[src/rtl/spi_pkg.sv]
// spi_pkg: FSM state encoding, line-mode codes and phase lengths shared by the SPI target.
package spi_pkg;
  typedef enum logic [2:0] {IDLE, CMD, ADDR, DUMMY, RDATA, WDATA} state_t;
  localparam logic [1:0] SINGLE = 2'b00, DUAL = 2'b01, QUAD = 2'b10;
  localparam int CMD_BITS = 8, ADDR_BITS = 24, DATA_BITS = 32;
  function automatic logic [2:0] lane_width(input logic [1:0] mode);
    return mode == SINGLE ? 3'd1 : mode == DUAL ? 3'd2 : mode == QUAD ? 3'd4 : 3'd1;
  endfunction
endpackage

[src/rtl/spi_sync_edge.sv]
// spi_sync_edge: multi-flop synchronizer with one-clk rise/fall pulses on the synchronized level.
module spi_sync_edge #(
  parameter int   STAGES = 2,
  parameter logic INIT   = 1'b0
) (
  input  logic clk,
  input  logic rst,
  input  logic d,
  output logic rise,
  output logic fall
);
  logic [STAGES-1:0] sync;
  logic prev;
  always_ff @(posedge clk or negedge rst)
    if (!rst) begin
      sync <= {STAGES{INIT}};
      prev <= INIT;
    end else begin
      sync <= {sync[STAGES-2:0], d};
      prev <= sync[STAGES-1];
    end
  assign rise = sync[STAGES-1] & ~prev;
  assign fall = ~sync[STAGES-1] & prev;
endmodule

[src/rtl/spi_target_resp.sv]
// spi_target_resp: mode-0 SPI target with single/dual/quad command, address, read and write phases.
module spi_target_resp import spi_pkg::*; #(
  parameter int SYNC_STAGES = 2
) (
  input  logic        clk,
  input  logic        rst,
  input  logic        sclk,
  input  logic        ss_n,
  input  logic [3:0]  data_rx,
  output logic [3:0]  data_tx,
  output logic [3:0]  data_oe,
  input  logic [1:0]  addr_mode,
  input  logic [1:0]  data_mode,
  input  logic [3:0]  dummy_cycles,
  output logic [7:0]  cmd,
  output logic        cmd_valid,
  output logic [23:0] addr,
  input  logic [31:0] rd_data,
  output logic [31:0] wr_data,
  output logic        wr_valid,
  output logic        busy
);
  logic sclk_rise, sclk_fall, ss_rise, ss_fall;
  logic [SYNC_STAGES*4-1:0] rx_dly;
  logic [3:0] rx, tx_grp, oe_nx, dummy_left;
  logic [2:0] aw, dw;
  logic [5:0] cnt, acnt_nx, dcnt_nx;
  logic [7:0] cmd_sr;
  logic [23:0] addr_sr, addr_nx;
  logic [31:0] tx_sr, tx_sh, rx_sr, rx_nx;
  state_t state;

  spi_sync_edge #(.STAGES(SYNC_STAGES), .INIT(1'b0)) u_sclk (.clk(clk), .rst(rst), .d(sclk), .rise(sclk_rise), .fall(sclk_fall));
  spi_sync_edge #(.STAGES(SYNC_STAGES), .INIT(1'b1)) u_ss (.clk(clk), .rst(rst), .d(ss_n), .rise(ss_rise), .fall(ss_fall));

  // data lines get the same delay as sclk so the detected rise samples the bits present at the real edge
  always_ff @(posedge clk or negedge rst)
    if (!rst) rx_dly <= '0;
    else rx_dly <= {rx_dly[SYNC_STAGES*4-5:0], data_rx};
  assign rx = rx_dly[SYNC_STAGES*4-1 -: 4];

  always_comb begin
    aw = lane_width(addr_mode);
    dw = lane_width(data_mode);
    acnt_nx = cnt + 6'(aw);
    dcnt_nx = cnt + 6'(dw);
    addr_nx = aw == 3'd4 ? {addr_sr[19:0], rx} : aw == 3'd2 ? {addr_sr[21:0], rx[1:0]} : {addr_sr[22:0], rx[0]};
    rx_nx = dw == 3'd4 ? {rx_sr[27:0], rx} : dw == 3'd2 ? {rx_sr[29:0], rx[1:0]} : {rx_sr[30:0], rx[0]};
    tx_grp = dw == 3'd4 ? tx_sr[31:28] : dw == 3'd2 ? {2'b00, tx_sr[31:30]} : {2'b00, tx_sr[31], 1'b0};
    tx_sh = dw == 3'd4 ? {tx_sr[27:0], 4'h0} : dw == 3'd2 ? {tx_sr[29:0], 2'b00} : {tx_sr[30:0], 1'b0};
    oe_nx = dw == 3'd4 ? 4'b1111 : dw == 3'd2 ? 4'b0011 : 4'b0010;
  end

  always_ff @(posedge clk or negedge rst)
    if (!rst) begin
      state <= IDLE;
      cnt <= '0;
      dummy_left <= '0;
      cmd_sr <= '0;
      addr_sr <= '0;
      tx_sr <= '0;
      rx_sr <= '0;
      cmd <= '0;
      addr <= '0;
      wr_data <= '0;
      data_tx <= '0;
      data_oe <= '0;
      cmd_valid <= 1'b0;
      wr_valid <= 1'b0;
      busy <= 1'b0;
    end else begin
      cmd_valid <= 1'b0;
      wr_valid <= 1'b0;
      if (ss_fall) busy <= 1'b1;
      if (ss_rise) begin
        busy <= 1'b0;
        state <= IDLE;
        cnt <= '0;
        data_oe <= '0;
        data_tx <= '0;
      end else
        case (state)
          IDLE: if (ss_fall) begin
            state <= CMD;
            cnt <= '0;
          end
          CMD: if (sclk_rise) begin
            cmd_sr <= {cmd_sr[6:0], rx[0]};
            cnt <= cnt == 6'(CMD_BITS - 1) ? '0 : cnt + 6'd1;
            if (cnt == 6'(CMD_BITS - 1)) state <= ADDR;
          end
          ADDR: if (cmd_valid) begin
            cnt <= '0;
            dummy_left <= dummy_cycles;
            if (cmd[7]) tx_sr <= rd_data;
            if (cmd[7] && dummy_cycles == 4'd0) data_oe <= oe_nx;
            state <= !cmd[7] ? WDATA : dummy_cycles != 4'd0 ? DUMMY : RDATA;
          end else if (sclk_rise) begin
            addr_sr <= addr_nx;
            cnt <= acnt_nx;
            if (acnt_nx == 6'(ADDR_BITS)) begin
              cmd <= cmd_sr;
              addr <= addr_nx;
              cmd_valid <= 1'b1;
            end
          end
          DUMMY: if (sclk_rise) begin
            dummy_left <= dummy_left - 4'd1;
            if (dummy_left == 4'd1) begin
              state <= RDATA;
              data_oe <= oe_nx;
            end
          end
          // zeros shift in behind the word, so the lines fall to 0 once all 32 bits are out
          RDATA: if (sclk_fall) begin
            data_tx <= tx_grp;
            tx_sr <= tx_sh;
          end
          WDATA: if (sclk_rise) begin
            rx_sr <= rx_nx;
            cnt <= dcnt_nx == 6'(DATA_BITS) ? '0 : dcnt_nx;
            if (dcnt_nx == 6'(DATA_BITS)) begin
              wr_data <= rx_nx;
              wr_valid <= 1'b1;
            end
          end
          default: state <= IDLE;
        endcase
    end
endmodule

[config.mk]
export PLATFORM = sky130hd
export DESIGN_NAME = spi_target_resp
export DESIGN_NICKNAME = d
export VERILOG_FILES = /design/src/rtl/spi_pkg.sv /design/src/rtl/spi_sync_edge.sv /design/src/rtl/spi_target_resp.sv
export SDC_FILE = /design/constraint.sdc
export NUM_CORES = 1
export LEC_CHECK = 0
export ABC_AREA = 1
export CORE_MARGIN = 3
export CORE_UTILIZATION = 40
export DETAILED_ROUTE_END_ITERATION = 8
export GPL_TIMING_DRIVEN = 1
export PLACE_DENSITY = 0.69
export SLEW_MARGIN = 20
export SYNTH_ARGS = -nofsm -noshare
export SYNTH_HDL_FRONTEND = slang
export SYNTH_SLANG_ARGS = --single-unit
[constraint.sdc]
create_clock -name clk -period 2.3 [get_ports clk]
set_clock_uncertainty 0.05 [all_clocks]
set_input_delay 0.46 -clock clk [delete_from_list [all_inputs] [get_ports clk]]
set_output_delay 0.46 -clock clk [all_outputs]
set_load 0.05 [all_outputs]
==> results.sh, run 1 <==
export IMPL_hold_class="reg2reg"
export IMPL_period_needed_ns=2.41
export IMPL_p_total_uw=11500
export IMPL_cp_start_kind="register"
export IMPL_synth_async_sr_flop_share_pct=100
export IMPL_synth_seq_area_share_pct=49.9
export IMPL_floorplan_die_width_um=162
export IMPL_syn_inst=1185
export IMPL_switchingPower_uw=4250
export IMPL_critical_path_most_common_cell="nor2_4"
export IMPL_cts_buffers=17
export IMPL_setup_viol=32
export IMPL_grt_max_degree=62
export IMPL_critPathBufInv=2
export IMPL_final_cells=1661
export IMPL_synth_nets=1249
export IMPL_synth_xor_area_share_pct=0.614
export IMPL_r2r_start="cnt[0]"
export IMPL_via_per_inst=5.23
export IMPL_synth_top_family_by_area="compound AO/OA/AOI/OAI gates"
export IMPL_cp_max_fo=8
export IMPL_area_delta_synth_final_pct=30.6
export IMPL_status="finished with violations"
export IMPL_gp_congestion=0.864
export IMPL_postLayoutSetupSlackWorst_ns=-0.111
export IMPL_swShare_pct=36.9
export IMPL_synth_ff_type="dfrtp_1"
export IMPL_worstHoldStart="rx_dly[3]"
export IMPL_drive_gt1_share_pct=14.8
export IMPL_synth_compound_area_share_pct=20.3
export IMPL_violations="setup timing"
export IMPL_drt_iter0_drc=655
export IMPL_coreArea_sq_mm=0.0238
export IMPL_die_area_sq_mm=0.0264
export IMPL_crit_required_ns=2.56
export IMPL_yosysWarnings=0
export IMPL_drt_wl_total_um=24600
export IMPL_drt_pass1_iter_count=5
export IMPL_muxShareOfSynthArea_pct=1.02
export IMPL_grt_pass1_vias=8289
export IMPL_synth_edf_count=0
export IMPL_hpwl_um=16500
export IMPL_synth_distinct_cells=40
export IMPL_clockBufferDepth=2
export IMPL_cts_root_buffer="clkbuf_16"
export IMPL_synthAdderAreaFrac_pct=2.20
export IMPL_vias=8680
export IMPL_rr_worst_depth=11
export IMPL_rsz0062_at_grt="yes"
export IMPL_h_tree_depth=4
export IMPL_io_buffer_count=122
export IMPL_netlist_area_sq_mm=0.00978
export IMPL_reg2reg_to="wr_data[1]"
export IMPL_io_pins=123
export IMPL_dp_cells=1616
export IMPL_overflow=0
export IMPL_grt_usage_pct=19.0
export IMPL_final_hold_viol_count=0
export IMPL_timing_fmax_mhz=415
export IMPL_combinationalPowerShare_pct=31.6
export IMPL_start_util_pct=41.2
export IMPL_r2r_setup_slack_ns=-0.11
export IMPL_period_share_pct=105
export IMPL_path_clk_slew_ns=0.07
export IMPL_drv_slew=0
export IMPL_nets=1393
export IMPL_maxSlewHeadroom_pct=43.7
export IMPL_p_seq_share_pct=42.6
export IMPL_cellLeakagePower_uw=0.00613
export IMPL_whs_path_depth=0
export IMPL_worst_path_largest_cell_delay_ns=0.46
export IMPL_critical_path_top_delay_family="simple AND/OR/NAND/NOR gates"
export IMPL_endpoint_kind="register"
export IMPL_die_h_um=162
export IMPL_rows=56
export IMPL_internal_power_uw=7280
export IMPL_grt_pass1_wl_um=41400
export IMPL_drc=0
export IMPL_drv_cap=0
export IMPL_antenna_found_initial=0
export IMPL_cts_sinks=195
export IMPL_syn_area_per_cell_sq_um=8.25
export IMPL_crit_chain="ha_4 -> fa_1 -> or2_4 -> nor2_4 -> nand2_2 -> nor2_4 -> nand3_4 -> buf_12 -> clkbuf_16 -> nand2_1 -> o21ai_1"
export IMPL_yosys_register_bits=195
export IMPL_num_antenna_cells=0
export IMPL_p_clk_share_pct=25.8
export IMPL_yosys_area_share_simple_pct=17.5
export IMPL_hold_end="rx_dly[7]"
export IMPL_arrival_ns=2.67
export IMPL_worst_slew_pin_slew_ns=0.843
export IMPL_postRouteAntennaNets=0
export IMPL_cp_slowest_cell="fa_1"
export IMPL_path_class="reg2reg"
export IMPL_vdd_drop_max_mv=0.458
export IMPL_finalSetupTns_ns=-2.61
export IMPL_cts_tree="done"
export IMPL_cellPowerDensity_mw_per_mm2=902
export IMPL_wl_per_cell_um=14.8
export IMPL_clock_latency_ns=0.43
repair_timing:
action | in CTS | in global routing
pin swaps | 7 | 8
cloned | 6 | 1
setup buffers | 4 | 1
endpoints found under the setup margin | 67 | 66
gates resized for setup | 32 | 50
endpoints found under the hold margin | 40 | 0
hold buffers | 1 | 0
worst max-delay path by stage:
stage | end | cells after the start | slack (ns) | start
after floorplan | wr_data[2] | 12 | -0.09 | data_mode[1]
after global placement | wr_data[30] | 13 | -0.74 | data_mode[0]
after detailed placement | wr_data[18] | 13 | -0.79 | data_mode[0]
after CTS | wr_data[1] | 11 | -0.09 | cnt[0]
after global routing | wr_data[30] | 12 | -0.20 | cnt[0]
final | wr_data[1] | 11 | -0.11 | cnt[0]
cell type report:
class / instances / area [sq um]
Inverter: 127 / 484
Tap cell: 319 / 399
Sequential cell: 195 / 4880
Clock buffer: 19 / 443
Clock inverter: 13 / 143
Fill cell: 2201 / 11000
Timing Repair Buffer: 197 / 2070
Multi-Input combinational cell: 791 / 4350
cell usage after synthesis, types with 2 or more instances:
master    instances  area share, %
or2_2             3           0.19
a31oi_1           2           0.13
ha_1             14            1.8
a22oi_1           2           0.15
buf_2            13           0.67
nor2_1           32            1.2
dfstp_2           3           0.81
nand2_1         271             10
inv_1           123            4.7
o21ai_0         144            7.4
fa_1              2           0.41
buf_1             2          0.077
buf_6             5           0.58
mux2_2            8           0.92
buf_4             6           0.46
nor2_2            5           0.32
nand4_1          35            2.2
o31ai_1           2           0.15
nand3_1          39            2.0
a21oi_1          79            4.0
xor2_1            4           0.36
clkbuf_1         46            1.8
nand3_4           2           0.36
o211ai_1          3           0.23
inv_2             4           0.15
o21ai_1          47            2.4
o22ai_1          81            5.2
nor2_4            2           0.23
a221oi_1          4           0.36
dfrtp_1         192             49
sequential cells by signal, indices dropped and copies added, names as in the netlist, 2 cells and up:
name	count
addr	24
addr_sr	23
cmd	8
cmd_sr	8
cnt	6
data_oe	3
data_tx	4
dummy_left	4
rx_dly	8
rx_sr	31
state	3
tx_sr	32
u_sclk.sync	2
u_ss.sync	2
wr_data	32
metrics by stage:
stage | utilization [%] | setup slack, ns | hold WS (ns) | area [sq um]
floorplan | - | -0.0932 | 0.114 | 9870
global placement | 49.3 | -0.738 | 0.285 | 11700
detailed placement | 49.3 | -0.790 | 0.287 | 11700
CTS | 52.9 | -0.0928 | 0.303 | 12600
global route | 53.8 | -0.197 | 0.305 | 12800
finish | 53.8 | -0.111 | 0.301 | 12800
cells by family after synthesis:
kind of cell,count (synthesis)
muxes,9
AOI/OAI and AO/OA,366
DFF,195
xor gates and xnor gates,6
and+or+nand+nor,394
buffers and inverters,199
adders and majority gates,16
power by group through the flow:
stage	registers, uW	logic, uW	clock network, uW
finish	4910	3640	2970
global route	5020	4170	3210
CTS	4890	3600	3060
detailed placement	4950	3540	0
global placement	4920	3460	0
floorplan	4920	2510	0
per-layer routing:
metal  routed length, um  vias up  global-route usage [%]
met5                   0        -                       0
met4                 189        0                    3.37
met3                 944       14                    3.33
met2               12300      206                    31.6
met1               11200     4148                    26.6
li1                    -     4312                       -
cells in the final DEF, fill, tap and decap left out, drive strengths merged, types with 2 or more instances in the layout:
cell	count
nand3	41
nand4	36
a221oi	4
fa	2
clkinv	5
o22ai	81
ha	14
or2	3
nand2	272
inv	133
dfrtp	192
nor2	40
o31ai	2
a21oi	80
o21ai	191
mux2	8
buf	75
o211ai	3
clkdlybuf4s50	115
xor2	5
a22oi	2
dfstp	3
dlygate4sd2	2
clkbuf	21
a31oi	2
No activity file was read; power rests on OpenSTA's default activity.
==> inputs of run 2 (changes only) <==
Settings changed: CAP_MARGIN set to 30.
Clock period 2.3 ns to 2.2 ns, I/O delays scaled along.
==> results.sh, run 2 (synthesis gave the netlist of run 1 again) <==
export IMPL_rr_worst_depth=11
export IMPL_wl_per_cell_um=15.5
export IMPL_setup_viol=65
export IMPL_r2r_setup_slack_ns=-0.16
export IMPL_coreArea_sq_mm=0.0238
export IMPL_postLayoutSetupSlackWorst_ns=-0.163
export IMPL_postRouteAntennaNets=0
export IMPL_top_regs="tx_sr: 32 flops, wr_data: 32 flops, rx_sr: 31 flops"
export IMPL_path_clk_slew_ns=0.08
export IMPL_vdd_drop_max_mv=0.467
export IMPL_p_seq_share_pct=42.4
export IMPL_h_tree_depth=4
export IMPL_io_pins=123
export IMPL_nets=1393
export IMPL_fill_cells=2143
export IMPL_violations="setup timing"
export IMPL_num_antenna_cells=0
export IMPL_rsz0062_at_grt="yes"
export IMPL_die_area_sq_mm=0.0264
export IMPL_hold_class="reg2reg"
export IMPL_clock_latency_ns=0.44
export IMPL_grt_max_degree=62
export IMPL_hpwl_um=16300
export IMPL_status="finished with violations"
export IMPL_r2r_start="cnt[0]"
export IMPL_via_per_inst=5.26
export IMPL_cp_start_kind="register"
export IMPL_place_area_sq_mm=0.0117
export IMPL_cp_max_fo=5
export IMPL_io_buffer_count=122
export IMPL_worstHoldStart="rx_dly[2]"
export IMPL_cellPowerDensity_mw_per_mm2=933
export IMPL_whs_ns=0.299
export IMPL_cts_root_buffer="clkbuf_16"
export IMPL_reg2reg_to="addr[10]"
export IMPL_die_h_um=162
export IMPL_drv_cap=0
export IMPL_area_delta_synth_final_pct=32.6
export IMPL_switchingPower_uw=4480
export IMPL_cts_sinks=195
export IMPL_final_common_cell="nand2_1"
export IMPL_endpoint_kind="register"
export IMPL_drc=0
export IMPL_worst_slew_pin_slew_ns=0.542
export IMPL_start_util_pct=41.2
export IMPL_p_clk_share_pct=25.9
export IMPL_path_class="reg2reg"
export IMPL_maxSlewHeadroom_pct=63.8
export IMPL_grt_pass1_vias=8595
export IMPL_layout_common_cells="217 x nand2_1, 190 x dfrtp_1, 132 x o21ai_0"
export IMPL_drive_gt1_share_pct=16.2
export IMPL_grt_usage_pct=19.9
export IMPL_crit_required_ns=2.49
export IMPL_multi_input_area_sq_mm=0.00440
export IMPL_final_hold_viol_count=0
export IMPL_combinationalPowerShare_pct=31.6
export IMPL_antenna_found_initial=0
export IMPL_cellLeakagePower_uw=0.00635
export IMPL_drt_pass1_iter_count=5
export IMPL_arrival_ns=2.65
export IMPL_hold_end="rx_dly[6]"
export IMPL_stdcell_area_sq_mm=0.0130
export IMPL_grt_pass1_wl_um=42900
export IMPL_area_sequential_sq_mm=0.00489
export IMPL_drv_slew=0
export IMPL_timing_fmax_mhz=423
export IMPL_period_share_pct=107
export IMPL_clockBufferDepth=2
export IMPL_whs_path_depth=0
export IMPL_vias=8736
export IMPL_floorplan_die_width_um=162
export IMPL_drt_iter0_drc=625
export IMPL_overflow=0
export IMPL_cts_tree="done"
export IMPL_rows=56
export IMPL_internal_power_uw=7620
export IMPL_gp_congestion=0.863
export IMPL_period_needed_ns=2.36
export IMPL_cts_buffers=17
export IMPL_swShare_pct=37.0
export IMPL_drt_wl_total_um=25800
-- run 2: cell types whose count changed in the layout (fill, tap and decap cells not counted), sizes merged --
cell           delta
clkdlybuf4s50    -11
bufbuf            +1
buf               -2
clkinv            -1
inv               -1
clkinvlp          +2
clkbuf            +2
dlymetal6s2s     +10
-- run 2: layer usage --
metal / up-vias / wire, um / track usage, % / share of wire [%]
li1: 4300 / - / - / -
met1: 4181 / 11800 / 27.0 / 46
met2: 219 / 12600 / 33.2 / 49
met3: 36 / 986 / 3.33 / 3.8
met4: 0 / 425 / 5.51 / 1.6
met5: - / 0 / 0 / 0
-- run 2: metrics by stage --
step	util, %	cells	TNS [ns]	setup WS [ns]	total power (uW)
after detailed placement	49.3	1610	-74.12	-0.867	8900
after CTS	53.8	1660	-7.33	-0.147	12100
final	54.6	1661	-6.19	-0.163	12100
after global routing	54.6	1661	-11.13	-0.239	13000
after global placement	49.3	1610	-69.01	-0.814	8790
after floorplan	-	1185	-5.62	-0.173	7770
-- run 2: cell type report --
type,instances,area share [%]
well taps,319,3.08
clock inverters,13,1.13
multi-input cells,791,33.9
clock buffers,19,3.42
inverters,127,3.73
flip-flops and latches,195,37.7
repair buffers,197,17.1
-- run 2: repair_timing --
action	in CTS	in global routing
pin swaps	9	13
gates cloned	9	2
resized for setup	59	64
hold buffers	1	0
endpoints found under the hold margin	49	0
setup endpoints to repair	70	71
setup buffers	9	1
-- run 2: worst max path at each step --
stage / from / end / slack [ns]
after floorplan: data_mode[1] / wr_data[2] / -0.17
after CTS: cnt[0] / wr_data[31] / -0.15
final: cnt[0] / addr[10] / -0.16
after detailed placement: data_mode[0] / wr_data[19] / -0.87
after global routing: cnt[0] / cmd[3] / -0.24
after global placement: data_mode[0] / wr_data[30] / -0.81
-- run 2: worst max-delay path: stages (launching register included) --
cell     delay, ns
dfrtp_2       0.45
buf_6         0.14
ha_4          0.16
fa_2          0.40
xnor2_2       0.20
nand4_2       0.13
nor2_4        0.15
nand3_4       0.16
buf_12        0.19
buf_16        0.14
nand2_4       0.05
nand2_2       0.05
-- run 2: power groups by stage --
| stage | registers, uW | logic, uW | clock network (uW) |
|---|---|---|---|
| floorplan | 5140 | 2630 | 0 |
| global placement | 5150 | 3640 | 0 |
| detailed placement | 5170 | 3730 | 0 |
| CTS | 5120 | 3780 | 3210 |
| global route | 5260 | 4350 | 3370 |
| finish | 5130 | 3830 | 3140 |
